[config.mk]
export PLATFORM = sky130hd
export DESIGN_NAME = fifo_lookahead_adapter
export DESIGN_NICKNAME = d
export VERILOG_FILES = /design/src/rtl/fifo_pkg.sv /design/src/rtl/fifo_lookahead_adapter_buf.sv /design/src/rtl/fifo_lookahead_adapter.sv
export SDC_FILE = /design/constraint.sdc
export NUM_CORES = 1
export LEC_CHECK = 0
export ABC_AREA = 1
export BUFFER_PORTS_ARGS = -buffer_cell sky130_fd_sc_hd__buf_4
export CAP_MARGIN = 10
export CORE_UTILIZATION = 41
export CTS_CLUSTER_DIAMETER = 150
export CTS_CLUSTER_SIZE = 40
export DETAILED_ROUTE_END_ITERATION = 8
export PLACE_DENSITY = 0.65
export SYNTH_ARGS = -nofsm -noshare
export SYNTH_HDL_FRONTEND = slang
export SYNTH_HIERARCHICAL = 1
export SYNTH_SLANG_ARGS = --single-unit
[constraint.sdc]
create_clock -name clk -period 1.16 [get_ports clk]
set_input_delay 0.116 -clock clk [delete_from_list [all_inputs] [get_ports clk]]
set_output_delay 0.116 -clock clk [all_outputs]
set_load 0.005 [all_outputs]
[src/rtl/fifo_pkg.sv]
// Shared types and constants for the lookahead read adapter.
package fifo_pkg;
  localparam int DATA_WIDTH_DEF = 8;

  // Occupancy of the 2-entry prefetch buffer: 0, 1 or 2 words.
  typedef logic [1:0] occ_t;
  localparam occ_t OCC_MAX = 2'd2;
endpackage

[src/rtl/fifo_lookahead_adapter_buf.sv]
// Two-entry prefetch register file with wrapping write/read pointers.
module fifo_lookahead_adapter_buf
  import fifo_pkg::*;
#(
  parameter int DATA_WIDTH = DATA_WIDTH_DEF
) (
  input  logic                  clk,
  input  logic                  rst,
  input  logic                  wr_en_i,
  input  logic [DATA_WIDTH-1:0] wr_data_i,
  input  logic                  rd_adv_i,
  output logic [DATA_WIDTH-1:0] rd_data_o
);

  logic [DATA_WIDTH-1:0] mem_q [2];
  logic                  wptr_q, wptr_d;
  logic                  rptr_q, rptr_d;

  always_comb begin
    wptr_d = wptr_q ^ wr_en_i;
    rptr_d = rptr_q ^ rd_adv_i;
  end

  always_ff @(posedge clk) begin
    if (rst) begin
      wptr_q <= 1'b0;
      rptr_q <= 1'b0;
    end else begin
      wptr_q <= wptr_d;
      rptr_q <= rptr_d;
    end
  end

  // Data storage carries no reset; the occupancy count masks stale entries.
  always_ff @(posedge clk) begin
    if (wr_en_i) mem_q[wptr_q] <= wr_data_i;
  end

  assign rd_data_o = mem_q[rptr_q];

endmodule

[src/rtl/fifo_lookahead_adapter.sv]
// Converts a FIFO whose dout lags rd by one cycle into a lookahead (show-ahead) read port.
module fifo_lookahead_adapter
  import fifo_pkg::*;
#(
  parameter int DATA_WIDTH = DATA_WIDTH_DEF,
  parameter int DEPTH_LOG2 = 1
) (
  input  logic                  clk,
  input  logic                  rst,
  input  logic                  u_empty,
  output logic                  u_rd,
  input  logic [DATA_WIDTH-1:0] u_dout,
  output logic                  empty,
  input  logic                  rd,
  output logic [DATA_WIDTH-1:0] dout
);

  generate
    if (DEPTH_LOG2 != 1) begin : g_bad_depth
      $error("fifo_lookahead_adapter supports only DEPTH_LOG2 = 1");
    end
  endgenerate

  occ_t                  cnt_q, cnt_d;
  logic                  pend_q, pend_d;
  logic [2:0]            occ;
  logic                  pop;
  logic                  cap;
  logic [DATA_WIDTH-1:0] head;

  // Words held plus the word already requested; never allowed past OCC_MAX.
  assign occ   = {1'b0, cnt_q} + {2'b00, pend_q};
  assign empty = (cnt_q == 2'd0);
  assign pop   = rd & ~empty;
  assign cap   = pend_q & ~rst;

  assign u_rd = ~rst & ~u_empty &
                ((occ < {1'b0, OCC_MAX}) | ((occ == {1'b0, OCC_MAX}) & pop));

  always_comb begin
    pend_d = u_rd;
    cnt_d  = occ_t'(occ - {2'b00, pop});
  end

  always_ff @(posedge clk) begin
    if (rst) begin
      cnt_q  <= '0;
      pend_q <= 1'b0;
    end else begin
      cnt_q  <= cnt_d;
      pend_q <= pend_d;
    end
  end

  fifo_lookahead_adapter_buf #(
    .DATA_WIDTH(DATA_WIDTH)
  ) u_buf (
    .clk      (clk),
    .rst      (rst),
    .wr_en_i  (cap),
    .wr_data_i(u_dout),
    .rd_adv_i (pop & ~rst),
    .rd_data_o(head)
  );

  assign dout = empty ? '0 : head;

endmodule

=== After elaboration in Yosys (flattened, before gate mapping) ===
Memories as Yosys holds them, arrays and structs flattened. A register that Yosys moved wholly into a read port is not among the register bits.
Cells that the tools add are included.

* Bits in registers: 5
* Bits in latches: 0
* ROM bits: 0
* Memory bits (writable): 16
* Bits of input ports: 12
* Logic and storage cells: 26
* Memories kept: 1

{| class="wikitable"
|+ Memory list
! name !! depth !! bits a word !! rd ports !! clocked after Yosys merged registers in !! wr ports !! line !! text
|-
| u_buf.mem_q || 2 || 8 || 1 || 1 || 1 || fifo_lookahead_adapter_buf.sv:15 || <nowiki>logic [DATA_WIDTH-1:0] mem_q [2];</nowiki>
|}

* Shift operators: 0
* Multiply operators: 0
* Multiplexer cells: 4
* Divide/modulo/power cells: 0
* Magnitude comparators: 1
* Reductions and logical operators: 1
* Eq/ne operators: 1
* Bitwise logic cells: 12
* Add/sub/neg operators: 2

{| class="wikitable"
|+ Operator list
! kind !! count
|-
| $mux W8 || 1
|-
| $and A1 B1 Y1 || 6
|-
| $add A2 B1 Y3 || 1
|-
| $eq A3 B2 Y1 const B || 1
|-
| $lt A3 B2 Y1 const B || 1
|-
| $mux W1 || 3
|-
| $not A1 Y1 || 3
|-
| $logic_not A2 Y1 || 1
|-
| $sub A2 B1 Y2 || 1
|-
| $xor A1 B1 Y1 || 2
|-
| $or A1 B1 Y1 || 1
|}

=== Depth between registers and ports, before layout ===
Gate-level depths: netlist of run 1.

* Depth in word-level cells: 6
* Mapped depth: 7

=== By module ===
Netlist of run 1, hierarchy kept.

{| class="wikitable"
|+ By module, submodules not included
! module !! cells an instance !! seq. area each (µm²) !! times used !! area an instance (µm²)
|-
| fifo_lookahead_adapter_buf || 53 || 520.5 || 1 || 714.4
|-
| fifo_lookahead_adapter || 43 || 60.1 || 1 || 279.0
|}

=== Worst setup path before layout of run 1 ===
Ideal clock, no wire load.

* Kind: register -> output
* From: register cnt_q[0]
* To: output u_rd
* Path buffers: 0
* Stages on the path, launching flop included: 8
* Data required time: 1.044 ns
* Arrival time: 1.143 ns
* Setup slack: -0.099 ns
* Cells stage by stage: dfxtp_1 ha_1 inv_1 ha_1 nand2_1 nor2_1 nand2_1 a21oi_1

* Longest elaborated chain between the ends: 6
* Elaborated cells on any way between the ends: 9
* Those cells by class: 1 x add/sub; 1 x order compare; 1 x eq/ne; 5 x bitwise; 1 x reduce/logical

{| class="wikitable"
|+ RTL lines
! element !! line !! text
|-
| start, declared || fifo_lookahead_adapter.sv:24 || <nowiki>occ_t cnt_q, cnt_d;</nowiki>
|-
| start signal, assigned || fifo_lookahead_adapter.sv:50 || <nowiki>cnt_q <= cnt_d;</nowiki>
|-
| parallel branches: the longest is 4 deep, another holds $add A2 B1 Y3 || - ||
|-
| $or A1 B1 Y1 * || fifo_lookahead_adapter.sv:38 || <nowiki>((occ < {1'b0, OCC_MAX}) | ((occ == {1'b0, OCC_MAX}) & pop));</nowiki>
|-
| $and A1 B1 Y1 * || fifo_lookahead_adapter.sv:37 || <nowiki>assign u_rd = ~rst & ~u_empty &</nowiki>
|-
| end, declared || fifo_lookahead_adapter.sv:11 || <nowiki>output logic u_rd,</nowiki>
|}

Mark *: on every way between the ends.

=== Final worst setup path of run 1 ===
Same ends and word-level chain as after synthesis.

==> impl_metrics.csv, run 1 <==
group,metric,value,unit
outcome,status,"finished with violations",
outcome,violations,"setup timing",
logic_synthesis,synth-simple-area-share,13.6,%
power,power.switching,0.843,mW
worst_setup_path,cp-startpoint,"cnt_q[0]$_SDFF_PP0_",
floorplan,dieArea,0.00262,mm2
route,drcViolationCount,0,
route,firstDrtPassIters,4,
timing,hold_viol_final,0,
floorplan,chipHeight,51.2,um
route,wl_per_cell,10.9,um
clocking,clock_sinks,21,
route,vias_per_cell,4.33,
timing,setup_viol,13,
timing,skew,0.00344,ns
layout,syn_to_final_growth,50.3,%
clocking,insertion_delay,0.30,ns
worst_setup_path,start_kind,"flop",
worst_setup_path,path_max_fanout,2,
timing,worst_slack,-0.574,ns
power,p_seq_share,36.0,%
logic_synthesis,syn_inst,96,
logic_synthesis,yosys_warnings,6,
placed_design,routabilityCongestion,0.686,
floorplan,fp.dieW,51.2,um
timing,max_freq,0.577,GHz
floorplan,start_util,44.1,%
worst_setup_path,r2r_cells,10,
min_path,hold_path.class,"in2reg",
logic_synthesis,ys_ff_latch,21,
worst_setup_path,worstPathRequired,1.04,ns
layout,finalInstanceArea,0.00149,mm2
layout,diodes,0,
power,pwr-share-clk,13.5,%
run,cap_viol_max_count,0,
layout,layout.cells.non_filler,171,
clocking,cts-root-buf,"clkbuf_4",
route,antenna_left,0,
power,p_int,1.74,mW
logic_synthesis,syn_area_per_cell,10.3,um2
power,p_total,2.58,mW
logic_synthesis,synth_compound_area_share,6.17,%
grt,grt_use_total,15.7,%
worst_setup_path,endpoint_kind,"primary output",
worst_setup_path,regToRegStartpoint,"cnt_q[0]$_SDFF_PP0_",
timing,min_period_over_period,150,%
logic_synthesis,synth_area,993,um2
logic_synthesis,synth_seq_area_share,58.4,%
layout,layout.nets,162,
grt,grt_max_degree,13,
power,peakVddDrop,0.00105,V
logic_synthesis,synth_fa_ha_area_share,7.56,%
layout,layout-drive-gt1-share,46.9,%
power,switching_share,32.7,%
worst_setup_path,rrSetupSlack,-0.50,ns
worst_setup_path,arrival,1.62,ns
timing,whs,0.104,ns
logic_synthesis,syn_nets,114,
worst_setup_path,critPathKind,"reg2out",
power,pwr-share-comb,50.5,%
power,p_per_area,1730,mW/mm2
timing,rsz0062_at_grt,"yes",
timing,timing.slew.headroom,86.3,%
clocking,clk_path_buf_depth,2,
grt,grt_pass1_wl,2.90,mm
route,via_count,741,
logic_synthesis,synth.mux.area_fraction,0,%
clocking,tritoncts,"built",
grt,overflow,0,
placed_design,placed_cells,153,
clocking,htree_num_levels,1,
grt,antenna_found_initial,0,
placed_design,io_buffers,21,
placed_design,dp_hpwl,1.19,mm
route,drt_wl_total,1.87,mm
clocking,cts_made_buffers,3,
logic_synthesis,ys_types,17,
grt,grt_pass1_vias,707,
power,power.leakage,0.670,nW
floorplan,ios,22,
worst_setup_path,crit_end,"u_rd",
floorplan,core_area,0.00225,mm2
timing,worst_pin_slew,0.205,ns
timing,tns,-3.07,ns
logic_synthesis,post_synth_xor_area_fraction,0.882,%
logic_synthesis,synth_top_family_by_area,"simple AND/OR/NAND/NOR gates",
timing,slew_viol_final,0,
route,drt-initial-drc-count,12,
floorplan,row_count,17,
placed_design,placed_area,0.00126,mm2
timing,period_needed,1.73,ns
worst_setup_path,r2r-end,"pend_q$_SDFF_PP0_",
clocking,clk_pin_slew_worst_paths,0.12,ns
-- layout by cell type (no fill, tap or decap) --
master         synthesis  layout
or2_0                  1       1
a21oi_2                0       2
dfxtp_1                5       1
nor2_2                 1       3
inv_1                 23      22
dfxtp_2                0       4
buf_4                  0      29
nand2_1               12      10
o21ai_2                3       3
nand2_2                0       2
buf_6                  2       9
ha_4                   0       3
ha_1                   6       1
clkbuf_4               0       3
edfxtp_1              16      16
nor3_2                 1       1
nor2_1                15      12
o21ai_1                0       3
dlygate4sd3_1          0       8
o21ai_0                5       2
xnor2_2                0       1
ha_2                   0       2
clkinv_2               0       1
nor2_4                 1       2
inv_2                  1       2
-- registers in the layout (all words and copies together) (netlist names) --
| signal | cells |
|---|---|
| u_buf/wptr_q | 1 |
| cnt_q | 2 |
| u_buf/rptr_q | 1 |
| u_buf/mem_q | 16 |
| pend_q | 1 |
-- metrics by stage --
stage / util, % / setup slack, ns
2_1_floorplan: - / -0.0343
3_3_place_gp: 55.8 / -0.140
3_5_place_dp: 55.8 / -0.185
4_1_cts: 63.4 / -0.518
5_1_grt: 66.2 / -0.664
6_report: 66.2 / -0.574
-- per-layer routing --
layer	GRT usage, %	share of wire (%)	vias to the layer above
li1	-	-	391
met5	0	0	-
met3	2.68	2.6	0
met2	29.6	55	12
met1	17.0	43	338
met4	6.76	0	0
-- critical path, stage by stage, from the launching register on --
cell	delay (ns)
dfxtp_2	0.37
ha_4	0.14
inv_2	0.04
ha_4	0.26
nand2_2	0.05
nor2_2	0.13
nand2_2	0.08
a21oi_2	0.13
buf_4	0.11
-- power groups by stage --
stage          registers (mW)  clock network [mW]  logic [mW]
5_1_grt                 0.938               0.385        1.42
3_3_place_gp            0.935                   0       0.896
4_1_cts                 0.927               0.363        1.16
6_report                0.929               0.347        1.30
2_1_floorplan           0.941                   0       0.557
3_5_place_dp            0.937                   0       0.935
-- cells by family after synthesis --
family | count (synthesis)
xor gates and xnor gates | 1
DFF | 21
AOI/OAI and AO/OA | 10
and+or+nand+nor | 31
adders and majority gates | 6
buffers and inverters | 27
-- cell type report --
| cell class | instances | area [um2] |
|---|---|---|
| Timing Repair Buffer | 46 | 399 |
| Inverter | 24 | 90.1 |
| Sequential cell | 21 | 586 |
| Tap cell | 28 | 35.0 |
| Fill cell | 172 | 762 |
| Multi-Input combinational cell | 48 | 355 |
| Clock inverter | 1 | 5.00 |
| Clock buffer | 3 | 22.5 |
-- worst min-delay path by stage --
stage | start | endpoint | slack [ns] | cells after the start
5_1_grt | rst | cnt_q[1]$_SDFF_PP0_ | 0.10 | 3
3_3_place_gp | u_dout[7] | u_buf/mem_q[1][7]$_DFFE_PP_ | 0.30 | 1
3_5_place_dp | u_dout[6] | u_buf/mem_q[0][6]$_DFFE_PP_ | 0.30 | 1
4_1_cts | rst | cnt_q[0]$_SDFF_PP0_ | 0.09 | 3
2_1_floorplan | rst | cnt_q[0]$_SDFF_PP0_ | 0.18 | 1
6_report | rst | cnt_q[1]$_SDFF_PP0_ | 0.10 | 3
-- repair_timing --
action,CTS,global route
cloned,1,0
endpoints found under the setup margin,28,29
setup buffers,6,2
resized for setup,10,17
endpoints found under the hold margin,16,0
pin swaps,2,10
hold buffers,8,0
-- synth_stat cells (all sizes together) --
cell | number | area share [%]
buf | 3 | 4.3
a21oi | 2 | 1.0
nand2 | 12 | 4.5
nor2 | 17 | 7.4
edfxtp | 16 | 48
inv | 24 | 9.1
or2 | 1 | 0.63
dfxtp | 5 | 10
ha | 6 | 7.6
nor3 | 1 | 1.0
o21ai | 8 | 5.2
xnor2 | 1 | 0.88
No activity file was read; power rests on OpenSTA's default activity.
==> run 2, diff against run 1 <==
SYNTH_HIERARCHICAL = not set   (was 1)
==> run 2 against run 1 <==
The run still ends with setup timing left. Cell area is 5.6% lower. Clock power is 1% lower. Clock skew is 0.0043 ns higher. Maximum frequency is 3.2% higher. Flip-flop and latch count stayed put. Area after synthesis is 10% lower. Final cell count is 9.4% lower. Clock-buffer cell count is 1 higher. Die area is 9.8% lower. Global-route usage is 0.22 points higher. Critical path type unchanged.
==> impl_metrics.csv, run 2 <==
group,metric,value,unit
outcome,status,"finished with violations",
outcome,violations,"setup timing",
power,power.leakage,0.600,nW
route,vias_per_cell,4.50,
worst_setup_path,worstPathRequired,1.04,ns
placed_design,pre_cts_slack,-0.188,ns
clocking,cts_made_buffers,3,
timing,hold_viol_final,0,
grt,grt_use_total,15.9,%
floorplan,start_util,44.6,%
power,p_per_area,1810,mW/mm2
route,drcViolationCount,0,
clocking,clk_path_buf_depth,2,
run,cap_viol_max_count,0,
layout,layout-drive-gt1-share,49.2,%
timing,whs,0.00672,ns
layout,diodes,0,
layout,regMostFlops,"u_buf.mem_q",
route,via_count,698,
logic_synthesis,synth_area,892,um2
floorplan,dieArea,0.00237,mm2
route,drt_wl_total,1.74,mm
route,firstDrtPassIters,4,
logic_synthesis,synth_most_common_cell,"nand2_1",
grt,overflow,0,
route,antenna_left,0,
worst_setup_path,cp.buffers_inverters,2,
layout,layout.nets,147,
floorplan,ios,22,
logic_synthesis,synth_common_cells,"19 x nand2_1, 16 x edfxtp_1, 10 x a21oi_1",
layout,reg_top3,"u_buf.mem_q: 16 flops, cnt_q: 2 flops",
timing,max_freq,0.595,GHz
worst_setup_path,arrival,1.56,ns
worst_setup_path,r2r_cells,9,
logic_synthesis,syn_area_per_cell,11.4,um2
clocking,clk_pin_slew_worst_paths,0.12,ns
layout,finalInstanceArea,0.00141,mm2
min_path,hold_depth,2,
timing,tns,-3.94,ns
route,drt-initial-drc-count,5,
worst_setup_path,endpoint_kind,"primary output",
worst_setup_path,r2r-end,"pend_q$_SDFF_PP0_",
timing,slew_viol_final,0,
logic_synthesis,ys_ff_latch,21,
logic_synthesis,synth_area_leaders,"edfxtp_1 54%, dfxtp_1 11%, ha_1 8.4%, nand2_1 8.0%, a21oi_1 5.6%",
power,peakVddDrop,0.000997,V
logic_synthesis,ys_types,12,
logic_synthesis,synth_seq_area_share,65.1,%
logic_synthesis,synthFlopType,"edfxtp_1",
worst_setup_path,rrSetupSlack,-0.28,ns
logic_synthesis,async_flop_share,0,%
worst_setup_path,path_delay_family,"adder cells",
layout,layout_common_cells,"32 x buf_4, 17 x nand2_1, 16 x edfxtp_1, 9 x dlygate4sd3_1",
min_path,hold_path_end,"u_buf.wptr_q$_SDFF_PP0_",
grt,grt_pass1_wl,2.86,mm
worst_setup_path,crit_path_cell_trace,"ha_4, inv_2, ha_4, nand2_2, nor2_2, nand2_2, a21oi_2, buf_4",
timing,period_needed,1.68,ns
logic_synthesis,syn_nets,96,
grt,grt_pass1_vias,703,
logic_synthesis,syn_inst,78,
grt,grt_max_degree,12,
clocking,clock_sinks,21,
worst_setup_path,cpMaxStageDelayCell,"dfxtp_2",
floorplan,chipHeight,48.6,um
logic_synthesis,yosys_warnings,0,
floorplan,core_area,0.00200,mm2
floorplan,fp.dieW,48.6,um
layout,final_common_cell,"buf_4",
worst_setup_path,critPathKind,"reg2out",
timing,worst_pin_slew,0.264,ns
min_path,holdCritStartpoint,"rst",
timing,setup_viol,14,
placed_design,placed_area,0.00117,mm2
layout,syn_to_final_growth,57.9,%
min_path,hold_path.class,"in2reg",
grt,antenna_found_initial,0,
route,wl_per_cell,11.2,um
worst_setup_path,cpPeakStageDelay,0.37,ns
logic_synthesis,synth_edf_count,16,
timing,skew,0.00769,ns
worst_setup_path,start_kind,"flop",
clocking,tritoncts,"built",
timing,min_period_over_period,145,%
timing,worst_slack,-0.521,ns
worst_setup_path,path_max_fanout,2,
worst_setup_path,crit_cells,8,
logic_synthesis,synth.top_cell.area_share,53.9,%
timing,timing.slew.headroom,82.4,%
worst_setup_path,regToRegStartpoint,"pend_q$_SDFF_PP0_",
clocking,cts-root-buf,"clkbuf_4",
layout,largest_reg_flops,16,
logic_synthesis,yosysTopAreaCell,"edfxtp_1",
placed_design,io_buffers,21,
floorplan,row_count,16,
clocking,htree_num_levels,1,
placed_design,dp_hpwl,1.09,mm
clocking,insertion_delay,0.29,ns
timing,rsz0062_at_grt,"yes",
placed_design,routabilityCongestion,0.757,
## run 2: worst max path at each step
| stage | startpoint | slack [ns] | end |
|---|---|---|---|
| 2_1_floorplan | cnt_q[0]$_SDFF_PP0_ | -0.06 | u_rd |
| 3_3_place_gp | pend_q$_SDFF_PP0_ | -0.16 | u_rd |
| 3_5_place_dp | pend_q$_SDFF_PP0_ | -0.19 | u_rd |
| 4_1_cts | cnt_q[0]$_SDFF_PP0_ | -0.51 | u_rd |
| 5_1_grt | pend_q$_SDFF_PP0_ | -0.60 | u_rd |
| 6_report | pend_q$_SDFF_PP0_ | -0.52 | u_rd |
## run 2: power breakdown
group	switching, mW	leakage, nW	total (mW)	internal [mW]
logic	0.586	0.398	1.28	0.696
clock network	0.209	0.0150	0.342	0.134
registers	0.0368	0.187	0.928	0.891
## run 2: what timing repair did
item,in CTS,in global routing
hold endpoints to repair,14,3
cloned,1,0
hold buffers,7,2
pin swaps,8,7
setup endpoints to repair,21,19
resized for setup,14,4
buffers inserted,12,3
## run 2: cell type report
| cell class | count | area [um2] |
|---|---|---|
| repair buffers | 47 | 398 |
| multi-input cells | 47 | 334 |
| clock buffers | 4 | 26.3 |
| flip-flops and latches | 21 | 583 |
| inverters | 9 | 33.8 |
| fillers | 162 | 593 |
| well taps | 27 | 33.8 |
## run 2: layer usage
layer  wire length (um)  share of wire (%)  global-route usage (%)  vias up
met3                 64                3.7                    2.20        2
met4                 19                1.1                    8.33        0
met2                932                 54                    28.2       16
li1                   -                  -                       -      354
met5                  0                  0                       0        -
met1                720                 41                    18.5      326
## run 2: kinds of logic (layout without fill, tap and decap cells)
| family | after synthesis | after routing | synth area share (%) |
|---|---|---|---|
| compound gates | 10 | 10 | 5.61 |
| xor+xnor | 1 | 1 | 0.982 |
| fa+ha+maj | 6 | 6 | 8.41 |
| buf+inv | 10 | 60 | 5.05 |
| flops | 21 | 21 | 65.1 |
| simple gates | 30 | 30 | 14.9 |
## run 2: per-stage QoR
| stage | power, mW | utilization, % | cells |
|---|---|---|---|
| after floorplan | 1.45 | - | 78 |
| after global placement | 1.87 | 58.5 | 134 |
| after detailed placement | 1.89 | 58.5 | 134 |
| after CTS | 2.47 | 67.6 | 150 |
| after global routing | 2.73 | 70.4 | 155 |
| final | 2.55 | 70.4 | 155 |
